$ cat config.mk
export PLATFORM = sky130hd
export DESIGN_NAME = led_ctrl_cmd_rx
export DESIGN_NICKNAME = d
export VERILOG_FILES = /design/src/rtl/led_ctrl_pkg.sv /design/src/rtl/uart_byte_rx.sv /design/src/rtl/led_ctrl_cmd_rx.sv
export SDC_FILE = /design/constraint.sdc
export NUM_CORES = 1
export LEC_CHECK = 0
export CAP_MARGIN = 10
export CORE_MARGIN = 3
export CORE_UTILIZATION = 51
export CTS_CLUSTER_DIAMETER = 30
export DETAILED_ROUTE_END_ITERATION = 10
export PLACE_DENSITY = 0.73
export SYNTH_ARGS = -nofsm -noshare
export SYNTH_HDL_FRONTEND = slang
export SYNTH_HIERARCHICAL = 1
export SYNTH_SLANG_ARGS = --single-unit
$ cat constraint.sdc
create_clock -name clk_in -period 3.99 [get_ports clk_in]
set_input_delay 0.399 -clock clk_in [delete_from_list [all_inputs] [get_ports clk_in]]
set_output_delay 0.399 -clock clk_in [all_outputs]
set_load 0.02 [all_outputs]
$ cat src/rtl/led_ctrl_pkg.sv
`default_nettype none
// ============================================================================
// Module   : led_ctrl_pkg
// Purpose  : Shared constants and types for the LED matrix UART command
//            front-end: command byte values, line length and the state
//            encodings of the command decoder and the byte receiver.
// Ports    : none (package)
// Options  : none
// Revision : 1.0 - initial release
// ============================================================================
package led_ctrl_pkg;

  // Command bytes recognised while the decoder is idle
  localparam logic [7:0] CMD_BRIGHTNESS = 8'h62;  // 'b'
  localparam logic [7:0] CMD_RGB        = 8'h52;  // 'R'
  localparam logic [7:0] CMD_LINE       = 8'h4C;  // 'L'

  // Bytes per display line loaded by a line command
  localparam int LINE_BYTES = 128;

  // Command decoder state, exported on cmd_line_state2
  typedef enum logic [1:0] {
    IDLE = 2'd0,
    ARG  = 2'd1,
    ROW  = 2'd2,
    DATA = 2'd3
  } cmd_state_e;

  // Which enable register the pending argument byte is written to
  typedef enum logic {
    TGT_BRIGHTNESS = 1'b0,
    TGT_RGB        = 1'b1
  } arg_target_e;

  // Serial byte receiver state
  typedef enum logic [1:0] {
    RX_IDLE  = 2'd0,
    RX_START = 2'd1,
    RX_BITS  = 2'd2,
    RX_STOP  = 2'd3
  } rx_state_e;

endpackage
`default_nettype wire

$ cat src/rtl/uart_byte_rx.sv
`default_nettype none
// ============================================================================
// Module   : uart_byte_rx
// Purpose  : 8N1 serial byte receiver. Synchronises the line, detects the
//            start edge, validates the start bit at mid-bit, samples eight
//            data bits LSB first at mid-bit and checks the stop bit.
// Ports    : clk_in       - system clock
//            reset        - synchronous active-high reset
//            uart_rx_i    - serial input, idle high
//            byte_o       - last received byte
//            byte_valid_o - one-cycle pulse when byte_o holds a good byte
//            rx_running_o - high while a frame is being received
// Options  : none
// Revision : 1.0 - initial release
// ============================================================================
module uart_byte_rx
  import led_ctrl_pkg::*;
#(
  parameter int UART_CLK_DIV_COUNT = 25,
  parameter int UART_CLK_DIV_WIDTH = 8
) (
  input  logic       clk_in,
  input  logic       reset,
  input  logic       uart_rx_i,
  output logic [7:0] byte_o,
  output logic       byte_valid_o,
  output logic       rx_running_o
);

  // Terminal counts: half a bit to reach mid start bit, a full bit thereafter
  localparam logic [UART_CLK_DIV_WIDTH-1:0] HALF_LAST =
    UART_CLK_DIV_WIDTH'(UART_CLK_DIV_COUNT - 1);
  localparam logic [UART_CLK_DIV_WIDTH-1:0] FULL_LAST =
    UART_CLK_DIV_WIDTH'(2 * UART_CLK_DIV_COUNT - 1);

  logic [1:0]                    sync_q;
  logic                          prev_q;
  rx_state_e                     state_q, state_d;
  logic [UART_CLK_DIV_WIDTH-1:0] cnt_q, cnt_d;
  logic [2:0]                    bit_q, bit_d;
  logic [7:0]                    shift_q, shift_d;
  logic                          valid_q, valid_d;
  logic                          running_q, running_d;

  logic rx_s;
  logic fall;

  assign rx_s = sync_q[1];
  assign fall = prev_q & ~rx_s;

  // Synchroniser and edge-detect history; preset to the idle-high level so
  // leaving reset never looks like a start edge.
  always_ff @(posedge clk_in) begin
    if (reset) begin
      sync_q <= 2'b11;
      prev_q <= 1'b1;
    end else begin
      sync_q <= {sync_q[0], uart_rx_i};
      prev_q <= rx_s;
    end
  end

  always_comb begin
    state_d   = state_q;
    cnt_d     = cnt_q;
    bit_d     = bit_q;
    shift_d   = shift_q;
    running_d = running_q;
    valid_d   = 1'b0;
    case (state_q)
      RX_IDLE: begin
        if (fall) begin
          state_d   = RX_START;
          cnt_d     = '0;
          running_d = 1'b1;
        end
      end
      RX_START: begin
        if (cnt_q == HALF_LAST) begin
          cnt_d = '0;
          bit_d = 3'd0;
          if (rx_s) begin
            // Line went back high: glitch, not a start bit
            state_d   = RX_IDLE;
            running_d = 1'b0;
          end else begin
            state_d = RX_BITS;
          end
        end else begin
          cnt_d = cnt_q + 1'b1;
        end
      end
      RX_BITS: begin
        if (cnt_q == FULL_LAST) begin
          cnt_d   = '0;
          shift_d = {rx_s, shift_q[7:1]};
          bit_d   = bit_q + 1'b1;
          if (bit_q == 3'd7) begin
            state_d = RX_STOP;
          end
        end else begin
          cnt_d = cnt_q + 1'b1;
        end
      end
      RX_STOP: begin
        if (cnt_q == FULL_LAST) begin
          cnt_d     = '0;
          state_d   = RX_IDLE;
          running_d = 1'b0;
          // A low stop bit is a framing error; the byte is dropped silently
          valid_d   = rx_s;
        end else begin
          cnt_d = cnt_q + 1'b1;
        end
      end
      default: state_d = RX_IDLE;
    endcase
  end

  always_ff @(posedge clk_in) begin
    if (reset) begin
      state_q   <= RX_IDLE;
      cnt_q     <= '0;
      bit_q     <= 3'd0;
      shift_q   <= 8'h00;
      valid_q   <= 1'b0;
      running_q <= 1'b0;
    end else begin
      state_q   <= state_d;
      cnt_q     <= cnt_d;
      bit_q     <= bit_d;
      shift_q   <= shift_d;
      valid_q   <= valid_d;
      running_q <= running_d;
    end
  end

  assign byte_o       = shift_q;
  assign byte_valid_o = valid_q;
  assign rx_running_o = running_q;

endmodule
`default_nettype wire

$ cat src/rtl/led_ctrl_cmd_rx.sv
`default_nettype none
// ============================================================================
// Module   : led_ctrl_cmd_rx
// Purpose  : UART command front-end for the LED matrix. Decodes 'b' (set
//            brightness-bit enable), 'R' (set colour-plane enable) and 'L'
//            (load one 128-byte display line into the frame RAM).
// Ports    : clk_in, reset        - clock, synchronous active-high reset
//            uart_rx              - serial input, idle high
//            rx_running           - frame reception in progress
//            rgb_enable[2:0]      - colour-plane enable
//            brightness_enable[5:0] - brightness-bit enable
//            ram_data_out[7:0], ram_address[11:0], ram_write_enable,
//            ram_clk_enable, ram_reset - frame RAM write port
//            cmd_line_state2[1:0] - command decoder state
// Options  : CTRL_RX_TIMEOUT_EN - when defined, a command left incomplete
//            for 32 bit periods is abandoned and the decoder returns idle.
// Revision : 1.0 - initial release
// ============================================================================
module led_ctrl_cmd_rx
  import led_ctrl_pkg::*;
#(
  parameter int UART_CLK_DIV_COUNT = 25,
  parameter int UART_CLK_DIV_WIDTH = 8
) (
  input  logic        clk_in,
  input  logic        reset,
  input  logic        uart_rx,
  output logic        rx_running,
  output logic [2:0]  rgb_enable,
  output logic [5:0]  brightness_enable,
  output logic [7:0]  ram_data_out,
  output logic [11:0] ram_address,
  output logic        ram_write_enable,
  output logic        ram_clk_enable,
  output logic        ram_reset,
  output logic [1:0]  cmd_line_state2
);

  logic [7:0] rx_byte;
  logic       rx_valid;

  uart_byte_rx #(
    .UART_CLK_DIV_COUNT(UART_CLK_DIV_COUNT),
    .UART_CLK_DIV_WIDTH(UART_CLK_DIV_WIDTH)
  ) u_rx (
    .clk_in      (clk_in),
    .reset       (reset),
    .uart_rx_i   (uart_rx),
    .byte_o      (rx_byte),
    .byte_valid_o(rx_valid),
    .rx_running_o(rx_running)
  );

  cmd_state_e  state_q, state_d;
  arg_target_e target_q, target_d;
  logic [4:0]  row_q, row_d;
  logic [6:0]  col_q, col_d;
  logic [2:0]  rgb_q, rgb_d;
  logic [5:0]  bri_q, bri_d;
  logic [7:0]  data_q, data_d;
  logic [11:0] addr_q, addr_d;
  logic        we_q, we_d;
  logic        ram_reset_q;
  logic        timeout_hit;

`ifdef CTRL_RX_TIMEOUT_EN
  localparam int TO_CYCLES = 64 * UART_CLK_DIV_COUNT;
  localparam int TO_W      = $clog2(TO_CYCLES);
  localparam logic [TO_W-1:0] TO_LAST = TO_W'(TO_CYCLES - 1);

  logic [TO_W-1:0] to_cnt_q;

  // Counts cycles spent waiting inside a command; any byte restarts it
  always_ff @(posedge clk_in) begin
    if (reset || state_q == IDLE || rx_valid) begin
      to_cnt_q <= '0;
    end else begin
      to_cnt_q <= to_cnt_q + 1'b1;
    end
  end

  assign timeout_hit = (to_cnt_q == TO_LAST);
`else
  assign timeout_hit = 1'b0;
`endif

  always_comb begin
    state_d  = state_q;
    target_d = target_q;
    row_d    = row_q;
    col_d    = col_q;
    rgb_d    = rgb_q;
    bri_d    = bri_q;
    data_d   = data_q;
    addr_d   = addr_q;
    we_d     = 1'b0;
    if (rx_valid) begin
      case (state_q)
        IDLE: begin
          case (rx_byte)
            CMD_BRIGHTNESS: begin
              state_d  = ARG;
              target_d = TGT_BRIGHTNESS;
            end
            CMD_RGB: begin
              state_d  = ARG;
              target_d = TGT_RGB;
            end
            CMD_LINE: state_d = ROW;
            default:  state_d = IDLE;
          endcase
        end
        ARG: begin
          if (target_q == TGT_BRIGHTNESS) begin
            bri_d = rx_byte[5:0];
          end else begin
            rgb_d = rx_byte[2:0];
          end
          state_d = IDLE;
        end
        ROW: begin
          row_d   = rx_byte[4:0];
          col_d   = 7'd0;
          state_d = DATA;
        end
        DATA: begin
          data_d = rx_byte;
          addr_d = {row_q, col_q};
          we_d   = 1'b1;
          col_d  = col_q + 1'b1;
          if (col_q == 7'(LINE_BYTES - 1)) begin
            state_d = IDLE;
          end
        end
        default: state_d = IDLE;
      endcase
    end else if (timeout_hit) begin
      state_d = IDLE;
    end
  end

  always_ff @(posedge clk_in) begin
    if (reset) begin
      state_q  <= IDLE;
      target_q <= TGT_BRIGHTNESS;
      row_q    <= 5'd0;
      col_q    <= 7'd0;
      rgb_q    <= 3'b111;
      bri_q    <= 6'b111111;
      data_q   <= 8'h00;
      addr_q   <= 12'h000;
      we_q     <= 1'b0;
    end else begin
      state_q  <= state_d;
      target_q <= target_d;
      row_q    <= row_d;
      col_q    <= col_d;
      rgb_q    <= rgb_d;
      bri_q    <= bri_d;
      data_q   <= data_d;
      addr_q   <= addr_d;
      we_q     <= we_d;
    end
  end

  // RAM reset is simply reset delayed by one cycle
  always_ff @(posedge clk_in) begin
    ram_reset_q <= reset;
  end

  assign rgb_enable        = rgb_q;
  assign brightness_enable = bri_q;
  assign ram_data_out      = data_q;
  assign ram_address       = addr_q;
  assign ram_write_enable  = we_q;
  assign ram_clk_enable    = (state_q == DATA) | we_q;
  assign ram_reset         = ram_reset_q;
  assign cmd_line_state2   = state_q;

endmodule
`default_nettype wire

* Word-level counts from Yosys, hierarchy flattened
Index checks and enable logic that the tools add are counted.
** Storage, ports and cells
- Register bits after elaboration :: 72
- Input port bits :: 3
- Word-level logic and storage cells :: 94
** Cells by class
- $add $sub $neg :: 3
- Equality and inequality tests :: 20
- Muxes and demuxes :: 25
- Bitwise gates (word level) :: 7
- Reduce and logical (&&, ||, !) cells :: 21
** Operators by type and width (count)
- equality test 8 x 7 -> 1 bit, second input constant :: 3
- two-way mux 8 bit :: 3
- one-hot mux 8 bit (3 select lines) :: 1
- one-hot mux 2 bit (4 select lines) :: 2
- two-way mux 2 bit :: 7
- one-hot mux 7 bit (2 select lines) :: 1
- != test 2 x 1 -> 1 bit, second input constant :: 6
- AND reduction 3 bit :: 4
- AND reduction 2 bit :: 5
- AND reduction 5 bit :: 2
- adder 8 x 1 -> 8 bit, second input constant :: 1
- equality test 2 bit, second input constant :: 4
- equality test 8 x 5 -> 1 bit, second input constant :: 1
- equality test 8 x 6 -> 1 bit, second input constant :: 1
- adder 7 x 1 -> 7 bit, second input constant :: 1
- equality test 7 bit, second input constant :: 1
- two-way mux 3 bit :: 2
- one-hot mux 3 bit (2 select lines) :: 1
- nonzero test 2 bit :: 3
- OR reduction 2 bit :: 3
- two-way mux 1 bit :: 5
- inverter 1 bit :: 5
- equality test 2 x 1 -> 1 bit, second input constant :: 2
- logical NOT 2 bit :: 2
- other kinds (10) :: 10

* Logic depth before layout (Yosys ltp)
- Depth after elaboration :: 4
- Mapped depth :: 7
- Depth with buffers taken out :: 6

* Cells and area by module
Netlist, hierarchy kept.
** Modules (own cells, without submodules)
- led_ctrl_cmd_rx :: instances 1, cells each 205, area an instance 1806.7 sq um
- uart_byte_rx :: instances 1, cells each 139, area an instance 1229.9 sq um

* Worst setup path before layout
No wires, ideal clock.
- Kind :: register to register
- Start :: register u_rx.cnt_q[0]
- End :: register u_rx.bit_q[2]
- Library setup time :: 0.070 ns
- Data arrival time :: 1.576 ns
- Data required time :: 3.920 ns
- Slack :: 2.344 ns
- Cell stages (with the launch flop) :: 6
- Path buffers :: 0
- Path through :: dfxtp_1 > ha_1 > nand4b_1 > a2bb2oi_1 > or4b_1 > a21oi_1
** On the way
- Cells in the longest elaborated chain, start to end :: 3
- Elaborated cells on any way between the ends :: 5
- Those cells by class :: eq/ne: 4; reduce/logical: 1
** Ends and longest elaborated chain
- from (decl) :: line uart_byte_rx.sv:39 : logic [UART_CLK_DIV_WIDTH-1:0] cnt_q, cnt_d;
- from (signal assigned) :: line uart_byte_rx.sv:130 : cnt_q <= cnt_d;
- equality test 8 x 6 -> 1 bit / equality test 8 x 5 -> 1 bit (equally long branches) :: line uart_byte_rx.sv:94, uart_byte_rx.sv:79
- != test 2 x 1 -> 1 bit (no source line)
- AND reduction 3 bit (no source line) (*)
- to (signal assigned) :: line uart_byte_rx.sv:131 : bit_q <= bit_d;
- to (decl) :: line uart_byte_rx.sv:40 : logic [2:0] bit_q, bit_d;
Mark *: on every way between the ends. The rest lies on a longest branch, timed or not.
A chain may end at the register's enable or synchronous reset.

* Worst setup path in the final report
- Start :: register state_q[0], in the netlist cmd_line_state2[0]
- End :: register col_q[5]
** On the way
- Cells in the longest elaborated chain, start to end :: 3
- Elaborated cells on any way between the ends :: 5
- Those cells by class :: eq/ne: 2; mux: 1; reduce/logical: 2
** Ends and longest elaborated chain
- from (decl) :: line led_ctrl_cmd_rx.sv:54 : cmd_state_e state_q, state_d;
- from (signal assigned) :: line led_ctrl_cmd_rx.sv:154 : state_q <= state_d;
- equality test 2 bit :: line led_ctrl_cmd_rx.sv:98 : case (state_q)
- nonzero test 2 bit (no source line)
- AND reduction 2 bit (no source line)
- to (signal assigned) :: line led_ctrl_cmd_rx.sv:157 : col_q <= col_d;
- to (decl) :: line led_ctrl_cmd_rx.sv:57 : logic [6:0] col_q, col_d;
Parallel ways exist; a longest one is shown, timed or not.

==> implementation parameters <==
Parameter                              Value

Status
  Run status    complete, no violations

Detailed routing
  Number of DRC markers after the initial detailed-route iteration    134
  Detailed Routing Iterations Pass 1    4
  Detailed Route WL    approximately 6300 um
  Number of remaining DRC errors    0
  Number of vias per cell    roughly 5.6
  Overall via count from detail_route    about 2.5k
  Per-cell routed wire length    roughly 14 um
  Remaining antenna violation count    0

Worst setup path
  Worst-path maximum fanout    25
  Family of cells with the greatest summed delay on the critical path    simple AND/OR/NAND/NOR gates
  Startpoint type of the worst setup path    register
  Type of the setup path with the least slack    register to register
  Critical path, cell by cell    nand3_1 -> or4_1 -> a21oi_1
  Arrival time at the worst endpoint    about 2.5 ns
  Kind of end point of the critical path    register
  WP buf/inv    0
  Slowest cell delay on critical path    0.73 ns
  Req. time, crit path    between 4 and 5 ns
  Crit-path slowest cell    sky130_fd_sc_hd__or4_1

Power
  Total Power Consumption    1290 uW
  Switching share of power    between 20% and 30%
  Int Power    roughly 1000 uW
  Worst IR drop on VDD    between 0.2 and 0.3 mV
  Leakage Power    ~0.0012 uW
  Power density relative to cell area    between 300 and 400 nW/um^2
  Combinational group share of total power    under 10%
  Switching Power    approximately 300 uW
  Clk pwr share    40.2%
  Share of total power in sequential cells    56.7%

CTS
  Maximum buffer depth of the clock tree    2
  Clock Pin Slew Worst Setup and Hold Paths    0.07 ns
  Buffer cell driving the clock tree root    sky130_fd_sc_hd__clkbuf_8
  Insertion delay of the later-clocked pin in the worst-skew pair    approximately 0.34 ns
  Clock net sink count    72
  Clock tree from TritonCTS    yes
  Cts repair resizes    0
  Hold bufs inserted after CTS    0
  Number of buffers added by the clock tree synthesis step    9
  Clock H-tree levels    3
  Post-CTS Setup Bufs    0

Final layout
  Total non-filler cell area in the finished layout    approximately 3600 um^2
  Most common cell after layout, fill and taps aside    sky130_fd_sc_hd__dfxtp_1
  Post-layout net count    383
  Layout overhead on the synthesized area    18.1%
  Number of diodes    0
  Share of final-layout standard cells stronger than drive strength 1    6.86%
  Final core utilization    63.6%
  Fillers    480
  Highest-count cells in the layout ignoring fill and taps    sky130_fd_sc_hd__dfxtp_1 (72), sky130_fd_sc_hd__nand2_1 (60), sky130_fd_sc_hd__clkdlybuf4s50_1 (36)

GRT
  Most heavily used metal layer in global routing    met2
  Number of global-route vias before repair    ~2.4k
  Met1 Use GR    21.1%
  Number of antenna violations at the first check in global routing    0
  Overall track demand over capacity in global routing    about 19%
  Sum of overflow across all layers after global routing    0
  Global Route met2 Usage    ~33%
  Routing usage on met3    roughly 6%
  Global-route wire length before repair    10700 um
  Maximum number of pins on one net before global-route repair    about 60

STA
  Normalized max-slew margin    about 39%
  Final-layout setup total negative slack    0 ns
  Number of failing hold endpoints at the final stage    0
  Unrepaired setup endpoints after global routing    false
  Final Setup Violations    0
  Maximum frequency from static timing analysis    449 MHz
  Post-layout min period    roughly 2.2 ns
  Count of final max-slew check failures    0
  Final critical-path share of the clock period    55.8%
  Worst hold-check slack    between 0.3 and 0.4 ns
  Slew of the pin with the lowest slew margin    0.904 ns
  Fin Clk Skew    ~0.0069 ns

Floorplanning
  I/O pin total    38
  Die Ht    slightly above 80 um
  Core region area    approximately 5600 um^2
  Die Wd    83.2 um
  Std cell rows    27
  Die area    6920 um^2
  Initial core utilization    between 50% and 60%

Synthesis
  Portion of netlist area occupied by mux cells    under 10%
  Post-synthesis compound-gate area fraction    16.4%
  Number of flip-flops and latches in the synthesized netlist    a little over 70
  Area of the mapped netlist    about 3000 um^2
  Top_reg_cell synth    sky130_fd_sc_hd__dfxtp_1
  Sequential cell area fraction in the yosys report    between 40 and 50%
  Share of async-settable or async-resettable flops after synthesis    0%
  Synthesis Warnings    6
  Synth unique cells    52
  Number of nets in the synthesized netlist    353
  Post-synth EDFFs    0
  Post-synthesis share of cell area spent on full adders, half adders and majority gates    2.47%
  Simple-gate share of the synthesized area    around a quarter
  Post-Syn Instances    between 300 and 400
  Largest family of logic cells by synthesized area    simple AND/OR/NAND/NOR gates
  Avg Inst Size Synth    roughly 9 um^2
  Xor and xnor fraction of the mapped netlist area    0.288%

Place
  Weighted congestion reported at the end of routability-driven placement    about 0.81
  Dpl cell area    between 3000 and 4000 um^2
  Number of I/O port buffers    37
  Post-DP HPWL    ~4200 um

Hold path
  Worst min path class    input port to register

Run
  Max-Cap Viols    0
==> power by group through the flow <==
stage	clock network (uW)	logic (uW)	registers (uW)
3_5_place_dp	0	40.1	748
5_1_grt	562	45.2	732
3_3_place_gp	0	39.3	747
6_report	519	40.1	731
4_1_cts	534	40.1	731
2_1_floorplan	0	28.3	747
==> layout make-up <==
type	instances	area [um^2]	share of cell area, %
clock buffers	11	151	4.22
multi-input cells	243	1460	40.8
repair buffers	38	373	10.4
clock inverters	5	31.3	0.872
flip-flops and latches	72	1440	40.2
inverters	10	37.5	1.05
well taps	72	90.1	2.51
==> worst register-to-register path: cells and delay by family, from the launching register on <==
family             cells  cell delay (ns)
and+or+nand+nor        2             1.45
AOI/OAI and AO/OA      1             0.14
DFF                    1             0.57
==> per-stage QoR <==
stage | instances | setup slack, ns
2_1_floorplan | 344 | 2.34
3_3_place_gp | 435 | 1.83
3_5_place_dp | 435 | 1.77
4_1_cts | 451 | 1.75
5_1_grt | 451 | 1.54
6_report | 451 | 1.76
==> path summary, 6_finish.rpt <==
| path | from | endpoint | slack, ns | depth (start not counted) |
|---|---|---|---|---|
| setup / recovery | cmd_line_state2[0]$_SDFFE_PP0P_ | col_q[5]$_SDFFE_PP0P_ | 1.76 | 3 |
| hold / removal | reset | register | 0.36 | 2 |
| setup reg to reg | cmd_line_state2[0]$_SDFFE_PP0P_ | col_q[5]$_SDFFE_PP0P_ | 1.76 | 3 |
| hold reg to reg | u_rx/sync_q[0]$_SDFF_PP1_ | u_rx/sync_q[1]$_SDFF_PP1_ | 0.41 | 1 |
==> per-layer routing <==
| layer | vias up | share of wire (%) | wire length [um] |
|---|---|---|---|
| li1 | 1267 | - | - |
| met1 | 1204 | 44 | 2790 |
| met2 | 45 | 51 | 3210 |
| met3 | 7 | 4.0 | 250 |
| met4 | 0 | 1.0 | 65 |
| met5 | - | 0 | 0 |
==> flip-flops by register name, summed over array words and instances, names as in the netlist, 2 cells and up, named ones only <==
| name | flops |
|---|---|
| u_rx/bit_q | 3 |
| brightness_enable | 6 |
| u_rx/cnt_q | 8 |
| u_rx/byte_o | 8 |
| row_q | 5 |
| ram_data_out | 8 |
| col_q | 7 |
| u_rx/sync_q | 2 |
| cmd_line_state2 | 2 |
| ram_address | 12 |
| rgb_enable | 3 |
==> cell usage after synthesis, types with 5 or more instances <==
| library cell | count | area share [%] |
|---|---|---|
| sky130_fd_sc_hd__nand2_1 | 60 | 7.4 |
| sky130_fd_sc_hd__mux2i_1 | 15 | 4.9 |
| sky130_fd_sc_hd__or4_1 | 5 | 1.2 |
| sky130_fd_sc_hd__nor2_1 | 25 | 3.1 |
| sky130_fd_sc_hd__nand3_1 | 5 | 0.82 |
| sky130_fd_sc_hd__ha_1 | 6 | 2.5 |
| sky130_fd_sc_hd__clkbuf_1 | 11 | 1.4 |
| sky130_fd_sc_hd__a21oi_1 | 34 | 5.6 |
| sky130_fd_sc_hd__a211o_1 | 8 | 2.3 |
| sky130_fd_sc_hd__dfxtp_1 | 72 | 47 |
| sky130_fd_sc_hd__nor2b_1 | 11 | 2.3 |
| sky130_fd_sc_hd__nor3_1 | 8 | 1.3 |
| sky130_fd_sc_hd__o21ai_0 | 7 | 1.2 |
| sky130_fd_sc_hd__inv_1 | 10 | 1.2 |
==> kinds of logic after synthesis <==
logic type      Yosys count
compound gates           76
buf+inv                  29
xor+xnor                  1
fa+ha+maj                 6
flops                    72
mux                      15
simple gates            145
No activity file was read; power rests on OpenSTA's default activity.
==> variant 1, RTL diff (config.mk and constraints unchanged) <==
Add an input register stage for `uart_rx`; this delays it by one clock.
--- a/src/rtl/led_ctrl_cmd_rx.sv
+++ b/src/rtl/led_ctrl_cmd_rx.sv
@@ -36,6 +36,12 @@
   output logic [1:0]  cmd_line_state2
 );
 
+  logic uart_rx_q;
+
+  always_ff @(posedge clk_in) begin
+    uart_rx_q <= uart_rx;
+  end
+
   logic [7:0] rx_byte;
   logic       rx_valid;
 
@@ -45,7 +51,7 @@
   ) u_rx (
     .clk_in      (clk_in),
     .reset       (reset),
-    .uart_rx_i   (uart_rx),
+    .uart_rx_i   (uart_rx_q),
     .byte_o      (rx_byte),
     .byte_valid_o(rx_valid),
     .rx_running_o(rx_running)
Formal check against the unedited RTL: not equivalent (Yosys sat finds a counterexample within 4 cycles, from zero or initial values and one cycle with reset high).
==> variant 1 against the unedited design <==
- setup slack worse by 0.074 ns
- cell count unchanged
- design area is 1.3% higher
- power up 8.1%
- first-iteration DRC count decreased by 5.2%
- routed wire length down 1.2%
- synthesized cell count rose by 0.29%
- sequential cell count rose by 1
- worst hold slack better by 0.046 ns
- area after synthesis is 0.66% higher
- largest cell class is now sequential cells
- largest power group unchanged
==> variant 1: results (changes against the unedited design) <==
area of the multi-input gates 0.001461 mm² (unchanged); per-cell routed wire length 13.85 µm (-1.2%); Via density 5.614 (+0.36%); peak supply drop 274.3 µV (-0.25%); Comb pwr share 0.029 (-0.002); Total Power 1394 µW (+8.1%); Pleak 0.001256 µW (+1.8%); status completed; synthesized instance count 345 (+0.29%); fin nets 384 (+0.26%); total global-route track usage 0.1869 (+0.0009558); layout cells sized above 1 0.06596 (-0.002639); Commonest cells post-synth dfxtp_1, nand2_1, a21oi_1; met3 WL post-DR 224 µm (-10%); met1 global-route usage 0.2220 (+0.01120); P_clk 613 µW (+18%); placed cell count 436 (+0.23%); skew final 0.007809 ns (+0.0009477 ns); post-DP HPWL 4206 µm (-0.57%); post-synth top area share 0.4781 (+0.003441); M1 WL 2808 µm (+0.54%); vias in the first global route 2,320 (-1.9%); worst hold slack 0.4097 ns (+0.04599 ns); Compound-Gate Fraction of Synth Area 0.1633 (-0.001077); switching power 299.6 µW (+1.5%); worst slew pin tran 0.9198 ns (+0.01623 ns); placed standard-cell area 0.003423 mm² (+0.59%); pin count of the biggest net entering global routing 51 (-16%); mux cell area share after synthesis 0.04912 (-0.0003238); CP arrival 2.58 ns (+0.08 ns); CP Max Fanout 25 (unchanged); Fmax 434.6 MHz (-3.2%); Final Wtd Congestion 0.8574 (+6.0%); met2 usage 0.3192 (-0.01093); met2 wire len 3063 µm (-4.6%); FF-to-FF setup slack 1.69 ns (-0.07 ns); Fillers 479 (-0.21%); Synthesized Nets 354 (+0.28%); Adder-Cell Fraction of Synth Area 0.02456 (-0.0001619); Pre-antenna DRT Iters 4 (unchanged)
[variant 1: cell types whose count changed after synthesis]
cell / before / now
dfxtp_1: 72 / 73
[variant 1: worst max-delay path, stage by stage, from the launching register on]
cell	delay, ns
dfxtp_1	0.60
nand3_1	0.75
or4_1	0.74
a21oi_1	0.14
[variant 1: worst paths after layout]
path / endpoint / startpoint / cells after the start
worst min register to register: u_rx/sync_q[1] / u_rx/sync_q[0] / 1
worst max register to register: col_q[6] / cmd_line_state2[0] / 3
worst min-delay path: ram_reset / reset / 1
worst max-delay path: col_q[6] / cmd_line_state2[0] / 3
[variant 1: final cells by class]
type / count / share of cell area
flip-flops and latches: 73 / 0.4025
multi-input cells: 243 / 0.4025
repair buffers: 38 / 0.1027
clock buffers: 9 / 0.03411
well taps: 72 / 0.02481
clock inverters: 6 / 0.02309
inverters: 10 / 0.01034
==> variant 2, RTL diff (same settings) <==
Made on the original files. The option `CTRL_RX_TIMEOUT_EN` is turned on by a define.
--- a/src/rtl/led_ctrl_cmd_rx.sv
+++ b/src/rtl/led_ctrl_cmd_rx.sv
@@ -16,6 +16,8 @@
 //            for 32 bit periods is abandoned and the decoder returns idle.
 // Revision : 1.0 - initial release
 // ============================================================================
+`define CTRL_RX_TIMEOUT_EN
+
 module led_ctrl_cmd_rx
   import led_ctrl_pkg::*;
 #(
Formal check against the unedited RTL: no difference found for any inputs over 10 cycles, from zero or initial values and one cycle with reset high; that may be too few to reach the edited logic, so the function may still have changed.
==> variant 2 against the unedited design <==
- via count is 15% higher
- setup slack worse by 0.020 ns
- sequential cell count is 11 higher
- first-iteration DRC count is 24% higher
- non-clock buffer count is 1 higher
- routed wire length is 12% higher
- area after synthesis is 20% higher
- design area is 16% higher
- power is 8.9% higher
==> variant 2: results (changes against the unedited design) <==
Yosys cell types 62 (+19%); CP Max Fanout 18 (-28%); max_slew headroom 0.5051 (+0.1108); Synthesized Nets 416 (+18%); first-pass GRT wire length 12,240 µm (+15%); pin count of the biggest net entering global routing 43 (-30%); main area contributors after synthesis dfxtp_1, nand2_1, a21oi_1; hold depth 1 (-1); Final Wtd Congestion 0.7854 (-2.9%); # resized after CTS 0 (unchanged); post-DP HPWL 4730 µm (+12%); peak supply drop 229.8 µV (-16%); Setup Slack @ Placement 2.032 ns (+0.2623 ns); total global-route track usage 0.1806 (-0.005331); Cell Int Power 1084 µW (+9.0%); layout cells sized above 1 0.09382 (+0.02522); Pleak 0.001459 µW (+18%); 1st-iter DRT viols 166 (+24%); CP top delay family flip-flops; per-cell routed wire length 13.25 µm (-5.5%); Slowest cell on crit path dfxtp_1; fin nets 443 (+16%); Vias 2,900 (+15%); status completed; skew final 0.01012 ns (+0.003259 ns); CP arrival 1.85 ns (-0.65 ns); Fillers 611 (+27%)
-- variant 2: cell type report --
| type | instances | area (µm²) | area share |
|---|---|---|---|
| Tap cell | 96 | 120.1 | 0.02889 |
| Clock inverter | 4 | 27.53 | 0.006621 |
| Sequential cell | 83 | 1662 | 0.3996 |
| Clock buffer | 11 | 141.4 | 0.03401 |
| Multi-Input combinational cell | 292 | 1799 | 0.4327 |
| Timing Repair Buffer | 39 | 377.9 | 0.09088 |
| Inverter | 8 | 30.03 | 0.007222 |
-- variant 2: logic make-up (layout without fill, tap and decap cells) --
kind of cell,after synthesis,count (layout),synth area share
AOI/OAI and AO/OA,76,76,0.1390
xor gates and xnor gates,10,10,0.02402
muxes,14,14,0.03843
buffers and inverters,31,62,0.05079
adders and majority gates,7,7,0.02402
DFF,83,83,0.4557
and+or+nand+nor,185,185,0.2680
-- variant 2: worst paths after layout --
path | slack [ns] | to | start
setup reg to reg | 2.02 | col_q[6] | cmd_line_state2[0]
hold reg to reg | 0.41 | u_rx/sync_q[1] | u_rx/sync_q[0]
hold / removal | 0.41 | u_rx/sync_q[1] | u_rx/sync_q[0]
setup / recovery | 1.74 | ram_clk_enable | cmd_line_state2[0]
-- variant 2: layer usage --
| metal | vias to the layer above | share of wire | track usage |
|---|---|---|---|
| li1 | 1459 | - | - |
| met1 | 1380 | 0.48 | 0.2383 |
| met2 | 50 | 0.47 | 0.2786 |
| met3 | 11 | 0.038 | 0.04917 |
| met4 | 0 | 0.017 | 0.07526 |
| met5 | - | 0 | 0 |
-- variant 2: worst reg2reg max path, stage by stage, from the launching register on --
cell,delay [ns]
dfxtp_1,0.69
nand3_2,0.56
or4_1,0.56
o21ai_0,0.08
-- variant 2: power by group through the flow --
stage | logic (µW) | registers (µW) | clock network [µW]
after floorplan | 27.2 | 858 | 0
after global placement | 38.7 | 858 | 0
after detailed placement | 39.1 | 858 | 0
after CTS | 39.2 | 838 | 553
after global routing | 44.2 | 840 | 579
final | 38.9 | 838 | 528
-- variant 2: stage by stage --
stage / hold slack (ns) / utilization / total power [µW] / instances
after floorplan: 0.3895 / - / 885.2 / 406
after global placement: 0.3906 / 0.5800 / 896.4 / 517
after detailed placement: 0.3977 / 0.5800 / 897.0 / 517
after CTS: 0.4179 / 0.6046 / 1430 / 532
after global routing: 0.4336 / 0.6053 / 1463 / 533
final: 0.4145 / 0.6053 / 1406 / 533
